**src/rtl/pipe_stage_elastic_pkg.sv**
```systemverilog
// Shared definitions for the elastic pipeline stage: occupancy state encoding
// and the saturation ceiling helper used by the performance counters.
package pipe_pkg;

    typedef enum logic [1:0] {
        EMPTY = 2'd0,
        ONE   = 2'd1,
        FULL  = 2'd2
    } state_t;

    // All-ones value of a counter of the given width (valid for widths up to 64).
    function automatic logic [63:0] sat_max(input int unsigned width);
        return (64'd1 << width) - 64'd1;
    endfunction

endpackage

```
**src/rtl/pipe_stage_elastic_sat_counter.sv**
```systemverilog
// Saturating up-counter that adds 0..3 per cycle ({inc2, inc}) and sticks at
// its all-ones ceiling instead of wrapping.
module sat_counter
    import pipe_pkg::*;
#(
    parameter int CNT_W = 16
) (
    input  logic             clk,
    input  logic             rst,
    input  logic             inc,
    input  logic             inc2,
    output logic [CNT_W-1:0] count
);

    localparam logic [CNT_W-1:0] CNT_MAX = CNT_W'(sat_max(CNT_W));

    logic [CNT_W-1:0] count_reg;
    logic [CNT_W-1:0] count_next;
    logic [CNT_W+1:0] sum;

    // Two guard bits let the sum exceed the ceiling before it is clamped.
    always_comb begin
        sum        = {2'b00, count_reg} + {{CNT_W{1'b0}}, inc2, inc};
        count_next = (sum > {2'b00, CNT_MAX}) ? CNT_MAX : sum[CNT_W-1:0];
    end

    always_ff @(posedge clk or posedge rst) begin
        if (rst) begin
            count_reg <= '0;
        end else begin
            count_reg <= count_next;
        end
    end

    assign count = count_reg;

endmodule

```
**src/rtl/pipe_stage_elastic.sv**
```systemverilog
// Elastic pipeline stage: main (head) register plus skid register under a
// valid/ready handshake, with synchronous flush and stall/flush-drop counters.
module pipe_stage_elastic
    import pipe_pkg::*;
#(
    parameter int DATA_W     = 32,
    parameter int CTRL_W     = 8,
    parameter int CNT_W      = 16,
    parameter bit CLEAR_DATA = 1'b1
) (
    input  logic              clk,
    input  logic              rst,
    input  logic              flush,
    input  logic              in_valid,
    output logic              in_ready,
    input  logic [DATA_W-1:0] in_data,
    input  logic [CTRL_W-1:0] in_ctrl,
    output logic              out_valid,
    input  logic              out_ready,
    output logic [DATA_W-1:0] out_data,
    output logic [CTRL_W-1:0] out_ctrl,
    output logic [CNT_W-1:0]  stall_cycles,
    output logic [CNT_W-1:0]  flush_drops
);

    state_t            state_reg;
    state_t            state_next;
    logic [DATA_W-1:0] main_data_reg;
    logic [CTRL_W-1:0] main_ctrl_reg;
    logic [DATA_W-1:0] skid_data_reg;
    logic [CTRL_W-1:0] skid_ctrl_reg;

    logic       take;
    logic       load_main_in;
    logic       load_main_skid;
    logic       load_skid;
    logic [1:0] drop_count;

    // Handshake flags depend only on the registered state, so in_ready has no
    // combinational path from out_ready.
    assign in_ready  = (state_reg != FULL);
    assign out_valid = (state_reg != EMPTY);
    assign take      = out_valid & out_ready;
    assign out_data  = main_data_reg;
    assign out_ctrl  = out_valid ? main_ctrl_reg : '0;

    always_ff @(posedge clk or posedge rst) begin
        if (rst) begin
            state_reg <= EMPTY;
        end else begin
            state_reg <= state_next;
        end
    end

    always_comb begin
        state_next     = state_reg;
        load_main_in   = 1'b0;
        load_main_skid = 1'b0;
        load_skid      = 1'b0;
        unique case (state_reg)
            EMPTY: begin
                if (in_valid) begin
                    load_main_in = 1'b1;
                    state_next   = ONE;
                end
            end
            ONE: begin
                if (take && in_valid) begin
                    load_main_in = 1'b1;
                end else if (take) begin
                    state_next = EMPTY;
                end else if (in_valid) begin
                    load_skid  = 1'b1;
                    state_next = FULL;
                end
            end
            FULL: begin
                if (take) begin
                    load_main_skid = 1'b1;
                    state_next     = ONE;
                end
            end
            default: state_next = EMPTY;
        endcase
        // Flush discards everything, including a beat offered this cycle.
        if (flush) begin
            state_next     = EMPTY;
            load_main_in   = 1'b0;
            load_main_skid = 1'b0;
            load_skid      = 1'b0;
        end
    end

    always_ff @(posedge clk or posedge rst) begin
        if (rst) begin
            main_data_reg <= '0;
            main_ctrl_reg <= '0;
            skid_data_reg <= '0;
            skid_ctrl_reg <= '0;
        end else if (flush) begin
            main_ctrl_reg <= '0;
            skid_ctrl_reg <= '0;
            if (CLEAR_DATA) begin
                main_data_reg <= '0;
                skid_data_reg <= '0;
            end
        end else begin
            if (load_main_in) begin
                main_data_reg <= in_data;
                main_ctrl_reg <= in_ctrl;
            end else if (load_main_skid) begin
                main_data_reg <= skid_data_reg;
                main_ctrl_reg <= skid_ctrl_reg;
            end
            if (load_skid) begin
                skid_data_reg <= in_data;
                skid_ctrl_reg <= in_ctrl;
            end
        end
    end

    // Beats lost to a flush: held beats not taken this cycle plus any offered beat.
    always_comb begin
        drop_count = 2'd0;
        if (flush) begin
            unique case (state_reg)
                ONE:     drop_count = take ? 2'd0 : 2'd1;
                FULL:    drop_count = take ? 2'd1 : 2'd2;
                default: drop_count = 2'd0;
            endcase
            drop_count = drop_count + {1'b0, in_valid};
        end
    end

    sat_counter #(.CNT_W(CNT_W)) u_stall_cnt (
        .clk   (clk),
        .rst   (rst),
        .inc   (out_valid & ~out_ready),
        .inc2  (1'b0),
        .count (stall_cycles)
    );

    sat_counter #(.CNT_W(CNT_W)) u_drop_cnt (
        .clk   (clk),
        .rst   (rst),
        .inc   (drop_count[0]),
        .inc2  (drop_count[1]),
        .count (flush_drops)
    );

endmodule

```
**config.mk**
```make
export PLATFORM = sky130hd
export DESIGN_NAME = pipe_stage_elastic
export DESIGN_NICKNAME = d
export VERILOG_FILES = /design/src/rtl/pipe_stage_elastic_pkg.sv /design/src/rtl/pipe_stage_elastic_sat_counter.sv /design/src/rtl/pipe_stage_elastic.sv
export SDC_FILE = /design/constraint.sdc
export NUM_CORES = 1
export LEC_CHECK = 0
export CORE_AREA = 2 2 104 106
export DETAILED_ROUTE_END_ITERATION = 10
export DIE_AREA = 0 0 106 108
export DONT_BUFFER_PORTS = 1
export PLACE_DENSITY = 0.74
export REMOVE_ABC_BUFFERS = 1
export SLEW_MARGIN = 20
export SYNTH_ARGS = -nofsm -noshare
export SYNTH_HDL_FRONTEND = slang
export SYNTH_HIERARCHICAL = 1
export SYNTH_SLANG_ARGS = --single-unit
```
**constraint.sdc**
```tcl
create_clock -name clk -period 8.95 [get_ports clk]
set_clock_uncertainty 0.2 [all_clocks]
set_input_delay 1.79 -clock clk [delete_from_list [all_inputs] [get_ports clk]]
set_output_delay 1.79 -clock clk [all_outputs]
set_load 0.02 [all_outputs]
```
Word-level counts from Yosys, hierarchy flattened
Index checks and enable logic that the tools add are counted.
{ "op_classes": {"bitwise_logic": 3, "n_lt_le_gt_ge": 2, "reduce_logical": 6, "muxes": 36, "add_sub_neg": 3, "n_eq_ne": 7} }
{ "op_table": {"columns": ["cell", "count"], "rows": [
  ["two-way mux 32 bit", 5],
  ["two-way mux 8 bit", 6],
  ["> comparator 18 x 16 -> 1 bit, second input constant", 2],
  ["two-way mux 16 bit", 2],
  ["two-way mux 2 bit", 9],
  ["adder 16 x 1 -> 17 bit", 1],
  ["adder 16 x 2 -> 17 bit", 1],
  ["two-way mux 1 bit", 11],
  ["inequality test 3 bit, second input constant", 3],
  ["one-hot mux 2 bit (3 select lines)", 1],
  ["inequality test 4 bit, second input constant", 1],
  ["one-hot mux 2 bit (2 select lines)", 1],
  ["AND reduction 4 bit", 1],
  ["nonzero test 2 bit", 2],
  ["nonzero test 3 bit", 1],
  ["adder 2 x 1 -> 2 bit", 1],
  ["AND 1 bit", 2],
  ["== test 2 x 1 -> 1 bit, second input constant", 1],
  ["== test 2 bit, second input constant", 1],
  ["zero test 2 bit", 1],
  ["inequality test 2 bit, second input constant", 1],
  ["one-hot mux 1 bit (2 select lines)", 1],
  ["logical AND 1 bit", 1],
  ["inverter 1 bit", 1]
]} }
{ "word_totals": {"in_bits": 45, "regBits": 114} }

Longest topological paths before layout
{ "depth": {"depth_word": 10, "ltp_mapped": 15, "depth_no_buf": 12} }

Hierarchy
Netlist, hierarchy kept.
{ "modules_own_cells": {"columns": ["module", "cells_per_inst", "area_each_um2", "seq_area_each_um2", "instances"], "rows": [
  ["pipe_stage_elastic", 317, 3784.9, 2052.0, 1],
  ["sat_counter", 85, 862.1, 400.4, 2]
]} }

Worst setup path before layout
Ideal clock, no wire load.
{ "synth_path": {"path_type": "in2reg", "from": "in out_ready", "to": "reg u_drop_cnt.count_reg[14] (netlist: u_drop_cnt/count[14])", "setup_slack_ns": 4.487, "setup_ns": 0.139, "t_arrival_ns": 4.123, "stages": 13, "cell_sequence": "nand3b_1 > buf_2 > buf_4 > o21ai_0 > ha_1 > or3_1 > a21oi_1 > fa_1 > and4_1 > buf_4 > nor4b_4 > and3_1 > a31oi_1"} }
{ "synth_between": {"elab_chain_len": 9, "elab_cells_between_ends": 10} }
{ "synth_rtl": {"columns": ["item", "line_no", "text"], "rows": [
  ["start, declared", "pipe_stage_elastic.sv:19", "input logic out_ready,"],
  ["AND 1 bit (*)", "pipe_stage_elastic.sv:43", "assign take = out_valid & out_ready;"],
  ["two-way mux 2 bit or two-way mux 1 bit (tied branches)", "pipe_stage_elastic.sv:128, pipe_stage_elastic.sv:127", null],
  ["one-hot mux 2 bit (2 select lines) (*)", "pipe_stage_elastic.sv:126", "unique case (state_reg)"],
  ["two-way mux 2 bit (*)", "pipe_stage_elastic.sv:125", "if (flush) begin"],
  ["adder 2 x 1 -> 2 bit (*)", "pipe_stage_elastic.sv:131", "drop_count = drop_count + {1'b0, in_valid};"],
  ["two-way mux 2 bit (*)", "pipe_stage_elastic.sv:125", null],
  ["net drop_count[1]", "pipe_stage_elastic.sv:37", "logic [1:0] drop_count;"],
  ["adder 16 x 2 -> 17 bit (*)", "pipe_stage_elastic_sat_counter.sv:23", "sum = {2'b00, count_reg} + {{CNT_W{1'b0}}, inc2, inc};"],
  ["> comparator 18 x 16 -> 1 bit", "pipe_stage_elastic_sat_counter.sv:24", "count_next = (sum > {2'b00, CNT_MAX}) ? CNT_MAX : sum[CNT_W-1:0];"],
  ["two-way mux 16 bit (*)", "pipe_stage_elastic_sat_counter.sv:24", null],
  ["net u_drop_cnt.count_next[14]", "pipe_stage_elastic_sat_counter.sv:18", "logic [CNT_W-1:0] count_next;"],
  ["end signal, assigned", "pipe_stage_elastic_sat_counter.sv:31", "count_reg <= count_next;"],
  ["end, declared", "pipe_stage_elastic_sat_counter.sv:17", "logic [CNT_W-1:0] count_reg;"]
]} }
Mark *: on every way through the listed nets, which the timed path passes. The rest lies on a longest branch. The select of a mux whose other input is x is not followed.
A chain may end at the register's enable or synchronous reset.

Worst setup path after layout
Same ends and word-level chain as after synthesis.

==> run metrics <==
Fmax achieved=0.216 GHz; core area=10200 µm²; Crit Path Max Fanout=41; initial antenna violation count=0; relative slew slack=41.9%; CTS Hold Buffers Added=0; FF+latch count, synth=114; CP startpoint=out_ready; initial drt markers=281; critical path arrival=4.80 ns; unrepaired setup endpoints after global routing=no; Final nets=534; routed vias=3894; vias in the first global route=3931; Seq/Total Area, Yosys=51.8%; Total GRT Usage=23.3%; grt ovf=0; clk root buf=clkbuf_8; MaxCap Viol Count=0; Post-CTS Resized=0; antenna diode count=0; combinational share of power=20.3%; crit path kind=primary input to flop; Die X=106 µm; clk_lat worst skew=0.52 ns; Post-Syn Area=5510 µm²; CTS Buf Count=17; final worst path period need=4.62 ns; max incr delay on CP=0.57 ns; Worst path top cell family by delay=simple AND/OR/NAND/NOR gates; peak supply drop=0.000181 V; startpoint types=primary input; area delta synth->final=11.3%; share of cells above drive strength 1=10.8%; Hold Crit Class=flop to flop; fin area=6130 µm²; run status=finished, final reports clean; top cells by area, synth=dfrtp_1, mux2i_1, a22o_1; Net Sw Power=0.664 mW; GPL Wtd Cong=0.761; ANT nets after route=0; router iterations before antenna repair=5; drt wl/cell=20.1 µm; average size of a mapped cell=11.3 µm²; Cell Pwr Density=298 nW/µm²; Worst Hold Launch=skid_ctrl_reg[1]; final wirelength=12600 µm; first-pass GRT wire length=20700 µm; CP endpoint kind=flop; Crit-path slowest cell=buf_4; Required @ worst endpoint=9.13 ns; Lkg Pwr=3.03 nW; largest net degree at the start of global routing=83; Mapped Cells=487; Ports=119; placed cell areas=5550 µm²; row cnt=37; Clk pwr share=36.0%; DP HPWL=7670 µm; crit share post-route=51.6%; Initial Utilization=53.8%; Fin. Hold Viols=0; Max Slew Vio Count=0; Synth Flop Type=dfrtp_1; Unique masters post-synth=43; async set-reset flop share out of synthesis=100%; Setup Viol. Count Final=0; total internal power=1.16 mW; H-tree depth=4; Remaining DRCs=0; Yosys top cell by area=dfrtp_1; Crit Reg-Reg Startpoint=state_reg[0]; CTS tree=yes; Switching Share=36.4%; Port Buffers=0; clk slew on worst S/H paths=0.06 ns; crit path cell chain=nand3b_1 -> buf_4 -> o21ai_0 -> ha_1 -> or3_1 -> a21oi_1 -> fa_1 -> and4_1 -> nor4b_4 -> and3_1 -> a31oi_1; Post-synth EDFFs=0; hold_ws=0.302 ns; Seq pwr share=43.7%; actual slew at the worst max-slew pin=0.871 ns; TritonCTS Sinks=114; TNS Setup=0 ns; post-CTS setup buffers=0; clock tree buffer depth=2; via/cell ratio=6.21; Synth warnings=6; Yosys top cell area share=51.8%; Critical path buffers and inverters=1; full die area=11400 µm²; die height=108 µm
==> power groups by stage <==
stage          Clock [mW]  Sequential (mW)  Combinational (mW)
2_1_floorplan           0            0.776               0.281
3_3_place_gp            0            0.803               0.355
3_5_place_dp            0            0.808               0.371
4_1_cts             0.672            0.800               0.372
5_1_grt             0.695            0.813               0.417
6_report            0.658            0.798               0.371
==> worst paths after layout <==
check                           slack [ns]  cells after the start                     to
worst max-delay path                  4.33                     11   u_drop_cnt/count[14]
worst min-delay path                  0.30                      1       skid_ctrl_reg[1]
worst max register to register        4.42                     13   u_drop_cnt/count[14]
worst min register to register        0.30                      1       skid_ctrl_reg[1]
max in group asynchronous             6.89                      2           out_data[20]
min in group asynchronous             1.02                      1  u_stall_cnt/count[14]
==> layer usage <==
layer | GRT usage, % | up-vias | wire (µm)
met3 | 7.11 | 11 | 913
li1 | - | 1777 | -
met1 | 29.5 | 1959 | 5080
met4 | 8.36 | 0 | 118
met5 | 0 | - | 0
met2 | 38.1 | 147 | 6480
==> placed cells by master (no fill, tap or decap), types with 3 or more instances in the layout <==
cell type	Yosys	routed
inv_6	0	4
clkinvlp_4	0	3
buf_4	6	4
inv_1	15	14
clkinv_4	0	3
inv_2	3	3
nand4_1	6	6
mux2_1	3	3
ha_1	9	9
xnor2_1	8	8
nand3_1	12	12
clkinv_2	0	3
dfrtp_1	114	114
nand2_1	22	22
and3_1	6	6
a22o_1	40	40
a21oi_1	54	53
nor4_4	2	3
clkbuf_16	0	16
nor3_1	6	6
nand2b_1	7	7
o21a_1	4	4
mux2i_1	43	43
a31oi_1	6	6
o31ai_1	40	40
nor2_1	14	14
nor2b_1	13	13
==> synthesized netlist by cell type (all sizes together) (6+ instances only) <==
| cell type | n |
|---|---|
| inv | 18 |
| nor3 | 6 |
| a31oi | 6 |
| o31ai | 40 |
| nand2b | 7 |
| a21oi | 54 |
| clkbuf | 11 |
| nand3 | 14 |
| a22o | 40 |
| nor2 | 14 |
| xnor2 | 8 |
| ha | 9 |
| nor2b | 14 |
| nand4 | 6 |
| nand2 | 22 |
| mux2i | 43 |
| and3 | 6 |
| buf | 23 |
| dfrtp | 114 |
==> cell type report <==
cell class	count	area [µm²]
clock inverter	14	154
multi-input combinational	322	2420
clock buffer	18	428
fill	852	4100
timing repair buffer	5	41.3
tap	136	170
inverter	18	68.8
sequential	114	2850
==> cell families (layout without fill, tap and decap cells) <==
kind of cell	count (synthesis)	in the layout	synth area share, %
buffers and inverters	52	55	4.79
AOI/OAI and AO/OA	151	151	19.0
muxes	48	48	8.83
xor gates and xnor gates	8	8	1.27
other	1	2	0.0681
DFF	114	114	51.8
and+or+nand+nor	102	102	11.4
adders and majority gates	11	11	2.77
==> metrics by stage <==
stage | util [%] | cells | setup slack (ns) | power [mW]
2_1_floorplan | - | 454 | 3.23 | 1.06
3_3_place_gp | 54.2 | 595 | 3.86 | 1.16
3_5_place_dp | 54.2 | 595 | 3.80 | 1.18
4_1_cts | 59.9 | 627 | 4.35 | 1.84
5_1_grt | 59.9 | 627 | 4.00 | 1.93
6_report | 59.9 | 627 | 4.33 | 1.83
==> worst register-to-register path, cell delays in order, from the launching register on <==
cell	delay, ns
dfrtp_1	0.41
inv_1	0.10
ha_1	0.54
nand3b_1	0.19
buf_4	0.57
o21ai_0	0.21
ha_1	0.24
or3_1	0.37
a21oi_1	0.28
fa_1	0.30
and4_1	0.39
nor4b_4	0.32
and3_1	0.19
a31oi_1	0.09
No activity file was read; power rests on OpenSTA's default activity.
